File: src/rtl/fifo_rd_pkg.sv
// Shared constants and helpers for the FIFO read-side drain engine.
// Defaults match the team's sync FIFO instances.
package fifo_rd_pkg;

    localparam int unsigned FIFO_DW     = 18;
    localparam int unsigned FIFO_RD_LAT = 2;

    // Ceiling log2 for sizing counters at elaboration time.
    function automatic int unsigned clog2_f(input int unsigned v);
        int unsigned r;
        r = 0;
        for (int unsigned i = 0; i < 32; i++) begin
            if ((64'd1 << i) < 64'(v)) begin
                r = i + 1;
            end
        end
        return r;
    endfunction

endpackage

File: src/rtl/rd_credit_buf.sv
// Circular register buffer that absorbs FIFO read data ahead of the stream port.
// It drops a push only when it is full and nothing pops in the same cycle.
module rd_credit_buf
    import fifo_rd_pkg::*;
#(
    parameter int unsigned DW      = FIFO_DW,
    parameter int unsigned BUF_PTR = 2
) (
    input  logic             clk,
    input  logic             rst_n,
    input  logic             push,
    input  logic [DW-1:0]    din,
    input  logic             pop,
    output logic [DW-1:0]    dout,
    output logic [BUF_PTR:0] cnt,
    output logic             full_c,
    output logic             empty_c
);

    localparam int unsigned DEPTH = 1 << BUF_PTR;

    logic [DW-1:0]      mem [DEPTH];
    logic [BUF_PTR-1:0] wr_ptr;
    logic [BUF_PTR-1:0] rd_ptr;
    logic               wr_en_c;
    logic               rd_en_c;

    assign full_c  = (cnt == (BUF_PTR+1)'(DEPTH));
    assign empty_c = (cnt == '0);
    assign rd_en_c = pop & ~empty_c;
    // A full buffer still accepts a word when the head leaves in the same cycle.
    assign wr_en_c = push & (~full_c | rd_en_c);
    assign dout    = mem[rd_ptr];

    // Pointer and count bookkeeping.
    always_ff @(posedge clk or negedge rst_n) begin
        if (!rst_n) begin
            wr_ptr <= '0;
            rd_ptr <= '0;
            cnt    <= '0;
        end else begin
            if (wr_en_c) begin
                wr_ptr <= wr_ptr + BUF_PTR'(1);
            end
            if (rd_en_c) begin
                rd_ptr <= rd_ptr + BUF_PTR'(1);
            end
            case ({wr_en_c, rd_en_c})
                2'b10:   cnt <= cnt + (BUF_PTR+1)'(1);
                2'b01:   cnt <= cnt - (BUF_PTR+1)'(1);
                default: cnt <= cnt;
            endcase
        end
    end

    // Storage carries no reset; unwritten slots are never presented as valid.
    always_ff @(posedge clk) begin
        if (wr_en_c) begin
            mem[wr_ptr] <= din;
        end
    end

endmodule

File: src/rtl/fifo_rd_stream.sv
// Read-side drain engine: strobes a fixed-latency FIFO only when every in-flight
// word has a guaranteed buffer slot, then presents the words on a valid/ready stream.
module fifo_rd_stream
    import fifo_rd_pkg::*;
#(
    parameter int unsigned DW      = FIFO_DW,
    parameter int unsigned RD_LAT  = FIFO_RD_LAT,
    parameter int unsigned BUF_PTR = 2
) (
    input  logic             clk,
    input  logic             rst_n,
    input  logic             enable,
    input  logic             fifo_empty,
    output logic             fifo_ren,
    input  logic             fifo_dout_valid,
    input  logic [DW-1:0]    fifo_dout,
    output logic             m_valid,
    input  logic             m_ready,
    output logic [DW-1:0]    m_data,
    output logic [BUF_PTR:0] occupancy,
    output logic             ovf_err
);

    localparam int unsigned BUF_DEPTH = 1 << BUF_PTR;
    localparam int unsigned IF_W      = clog2_f(RD_LAT + 1);
    localparam int unsigned SUM_W     = BUF_PTR + 2;

    if (BUF_DEPTH < RD_LAT + 1) begin : g_bad_depth
        $error("fifo_rd_stream: BUF_DEPTH must be at least RD_LAT+1");
    end
    if (RD_LAT < 1) begin : g_bad_lat
        $error("fifo_rd_stream: RD_LAT must be at least 1");
    end

    logic [IF_W-1:0]  inflight;
    logic [BUF_PTR:0] buf_cnt;
    logic             buf_full_c;
    logic             buf_empty_c;
    logic             pop_c;
    logic             credit_ok_c;

    rd_credit_buf #(
        .DW      (DW),
        .BUF_PTR (BUF_PTR)
    ) u_buf (
        .clk     (clk),
        .rst_n   (rst_n),
        .push    (fifo_dout_valid),
        .din     (fifo_dout),
        .pop     (pop_c),
        .dout    (m_data),
        .cnt     (buf_cnt),
        .full_c  (buf_full_c),
        .empty_c (buf_empty_c)
    );

    assign m_valid   = ~buf_empty_c;
    assign occupancy = buf_cnt;
    assign pop_c     = m_valid & m_ready;

    // Widened sum so a full buffer plus in-flight words cannot wrap past the limit.
    assign credit_ok_c = (SUM_W'(buf_cnt) + SUM_W'(inflight)) < SUM_W'(BUF_DEPTH);
    assign fifo_ren    = rst_n & enable & ~fifo_empty & credit_ok_c;

    // Words strobed but not yet returned; a stray return never wraps the count.
    always_ff @(posedge clk or negedge rst_n) begin
        if (!rst_n) begin
            inflight <= '0;
        end else if (fifo_ren && !fifo_dout_valid) begin
            inflight <= inflight + IF_W'(1);
        end else if (!fifo_ren && fifo_dout_valid && (inflight != '0)) begin
            inflight <= inflight - IF_W'(1);
        end
    end

    always_ff @(posedge clk or negedge rst_n) begin
        if (!rst_n) begin
            ovf_err <= 1'b0;
        end else if (fifo_dout_valid && buf_full_c && !pop_c) begin
            ovf_err <= 1'b1;
        end
    end

endmodule

File: config.mk
export PLATFORM = sky130hd
export DESIGN_NAME = fifo_rd_stream
export DESIGN_NICKNAME = d
export VERILOG_FILES = /design/src/rtl/fifo_rd_pkg.sv /design/src/rtl/rd_credit_buf.sv /design/src/rtl/fifo_rd_stream.sv
export SDC_FILE = /design/constraint.sdc
export NUM_CORES = 1
export LEC_CHECK = 0
export CELL_PAD_IN_SITES_DETAIL_PLACEMENT = 0
export CELL_PAD_IN_SITES_GLOBAL_PLACEMENT = 2
export CORE_AREA = 2 2 111 92
export DETAILED_ROUTE_END_ITERATION = 16
export DIE_AREA = 0 0 113 94
export PLACE_DENSITY_LB_ADDON = 0.12
export SYNTH_ARGS = -nofsm -noshare
export SYNTH_HDL_FRONTEND = slang
export SYNTH_HIERARCHICAL = 1
export SYNTH_SLANG_ARGS = --single-unit
File: constraint.sdc
create_clock -name clk -period 1.95 [get_ports clk]
set_input_delay 0.195 -clock clk [delete_from_list [all_inputs] [get_ports clk]]
set_output_delay 0.195 -clock clk [all_outputs]
set_load 0.02 [all_outputs]
==> flow_metrics.env <==
export IMPL_drc=3
export IMPL_track_usage_pct=12.0
export IMPL_avgSynthCellArea_sq_um=20.9
export IMPL_fin_util_pct=46.4
export IMPL_maxCapViolations=0
export IMPL_synth_common_cells="edfxtp_1, mux4_2, dfrtp_1, inv_1, ha_1"
export IMPL_cp_start_kind="flip-flop"
export IMPL_comb_power_share_pct=39.8
export IMPL_diodes=0
export IMPL_synth_most_common_cell="edfxtp_1"
export IMPL_num_nets_final=266
export IMPL_hold_viol=0
export IMPL_hold_path_class="input port to async pin"
export IMPL_synth_edf_count=72
export IMPL_power_leakage_uw=0.00158
export IMPL_portBuffers=47
export IMPL_slew_viol_final=0
export IMPL_drive_gt1_share_pct=40.4
export IMPL_worstSkewPairLatency_ns=0.33
export IMPL_reg2reg_slack_ns=-0.1
export IMPL_dr_total_vias=1639
export IMPL_p_sw_share_pct=31.4
export IMPL_grt_pass1_wl_um=9390
export IMPL_chipWidth_um=113
export IMPL_grt_pass1_vias=1771
export IMPL_worstMarginPinSlew_ns=0.237
export IMPL_first_pass_iters=10
export IMPL_period_share_pct=105
export IMPL_setup_viol=1
export IMPL_clk_root_buffer_cell="clkbuf_16"
export IMPL_r2r_end="u_buf/cnt[2]"
export IMPL_p_seq_share_pct=37.3
export IMPL_dp_cells=340
export IMPL_crit_end="u_buf/cnt[2]"
export IMPL_worstSetupPathType="flip-flop to flip-flop"
export IMPL_drtAntennaViolNets=0
export IMPL_p_switching_uw=2090
export IMPL_final_setup_worst_slack_ns=-0.0954
export IMPL_antenna_found_initial=0
export IMPL_worstSetupEndpointType="flip-flop"
export IMPL_p_int_uw=4580
export IMPL_via_per_inst=4.57
export IMPL_power_density_mw_per_mm2=1520
export IMPL_cts_path_max_buffers=2
export IMPL_ir_worst_vdd_uv=640
export IMPL_core_area_sq_mm=0.00945
export IMPL_synth_area_sq_mm=0.00326
export IMPL_synth_top_area_cell="edfxtp_1"
export IMPL_syn2layout_area_growth_pct=34.5
export IMPL_crit_fanout=4
export IMPL_syn_nets=187
export IMPL_status="finished, violations left"
export IMPL_regToRegStartpoint="u_buf/cnt[0]"
export IMPL_cp_startpoint="u_buf/cnt[0]"
export IMPL_fin_crit_ns=2.05
export IMPL_ys_seq_area_share_pct=74.0
export IMPL_synthFlopType="edfxtp_1"
export IMPL_synth_cells=156
export IMPL_dp_final_hpwl_um=3950
export IMPL_die_area_sq_mm=0.0106
export IMPL_path_clk_slew_ns=0.06
export IMPL_yosys_register_bits=82
export IMPL_cts_buffers=9
export IMPL_stdcell_count=359
export IMPL_ys_top_cells_by_area="edfxtp_1, mux4_2, dfrtp_1"
export IMPL_rows=32
export IMPL_worst_ep_required_time_ns=2.20
export IMPL_violations="design-rule violations, negative setup slack"
export IMPL_start_util_pct=34.5
export IMPL_die_h_um=94
export IMPL_synth_top_cell_area_share_pct=66.3
export IMPL_power_frac_clock_pct=22.9
export IMPL_arrival_ns=2.30
export IMPL_yosysWarnings=6
export IMPL_grt_max_degree=19
export IMPL_timing_slew_headroom_pct=84.1
export IMPL_ys_types=32
export IMPL_rsz0062_at_grt="yes"
export IMPL_synth_async_reset_ratio_pct=12.2
export IMPL_fin_skew_ns=0.00662
export IMPL_clock_sinks=82
export IMPL_totalWireLength_um=5870
export IMPL_ctsHoldBuffers=0
export IMPL_overflow=0
export IMPL_max_freq_ghz=0.489
export IMPL_cts_tree="done"
export IMPL_rr_worst_depth=9
export IMPL_num_io_pins=48
export IMPL_wl_per_cell_um=16.3
export IMPL_globalplace_congestion=0.706
export IMPL_cts_htree_levels=3
export IMPL_drt_initial_drc_count=30
==> through the flow <==
step | hold WS (ns) | cell area, sq um | setup TNS [ns] | setup WS, ns | total power (uW)
6_report | 0.223 | 4390 | -0.0954 | -0.0954 | 6670
5_1_grt | 0.233 | 4390 | -0.224 | -0.196 | 7030
4_1_cts | 0.220 | 4460 | -0.129 | -0.112 | 6910
3_5_place_dp | 0.492 | 4140 | -0.280 | -0.188 | 5330
3_3_place_gp | 0.467 | 4140 | -0.213 | -0.150 | 5290
2_1_floorplan | -0.101 | 3280 | -0.263 | -0.195 | 4000
==> flip-flops by register name, indices dropped and copies added (netlist names) <==
signal        count
u_buf/wr_ptr      2
u_buf/rd_ptr      2
inflight          2
u_buf/mem        72
u_buf/cnt         3
ovf_err           1
==> metal layers <==
metal  wire [um]  GRT usage [%]  up-vias
li1            -              -      774
met1        2570           14.3      833
met2        3050           20.8       28
met3         200           4.06        4
met4          44           3.35        0
met5           0              0        -
==> power by group through the flow <==
stage | sequential, uW | combinational (uW) | clock (uW)
finish | 2490 | 2660 | 1530
global route | 2530 | 2870 | 1630
CTS | 2490 | 2840 | 1570
detailed placement | 2520 | 2810 | 0
global placement | 2500 | 2790 | 0
floorplan | 2540 | 1460 | 0
==> worst min path at each step <==
stage / to / slack (ns) / cells past startpoint
floorplan: inflight[0] / -0.10 / 0
global placement: ovf_err / 0.47 / 1
detailed placement: ovf_err / 0.49 / 1
CTS: u_buf/cnt[0] / 0.22 / 2
global route: u_buf/wr_ptr[1] / 0.23 / 2
finish: u_buf/cnt[1] / 0.22 / 2
==> critical path, cell delays in order, from the launching register on <==
cell and delay [ns]:
dfrtp_2 0.43, or3b_4 0.40, o21a_4 0.21, inv_2 0.06, ha_4 0.13, inv_2 0.03, fa_2 0.32, xor2_1 0.14
nor2_1 0.10, xor2_1 0.14
==> layout make-up <==
cell class / instances / area (sq um)
multi-input cells: 62 / 822
fillers: 834 / 5060
repair buffers: 72 / 691
well taps: 119 / 149
flip-flops and latches: 82 / 2420
inverters: 8 / 30.0
clock inverters: 7 / 52.6
clock buffers: 9 / 225
==> layout by cell type (no fill, tap or decap), types with 3 or more instances in the layout <==
cell type,n
and2_2,4
buf_12,8
buf_2,18
buf_4,17
clkbuf_16,9
clkdlybuf4s50_1,28
dfrtp_1,6
dfrtp_2,4
edfxtp_1,72
ha_1,5
inv_1,6
mux4_2,18
nand2_1,4
xnor2_1,3
xor2_1,3
==> cells by family (layout without fill, tap and decap cells) <==
kind of cell | count (synthesis) | in the layout | synth area share (%)
and+or+nand+nor | 21 | 21 | 4.68
DFF | 82 | 82 | 74.0
AOI/OAI and AO/OA | 7 | 7 | 1.76
xor gates and xnor gates | 6 | 6 | 1.61
buffers and inverters | 12 | 96 | 1.53
muxes | 21 | 21 | 13.5
adders and majority gates | 7 | 7 | 2.92
==> timing repair <==
item	4_1_cts	5_1_grt
setup endpoints to repair	21	16
gates cloned	1	0
gates resized for setup	65	14
pin swaps	6	1
buffers inserted	1	1
Note: power is estimated with default switching activity, not from simulation.
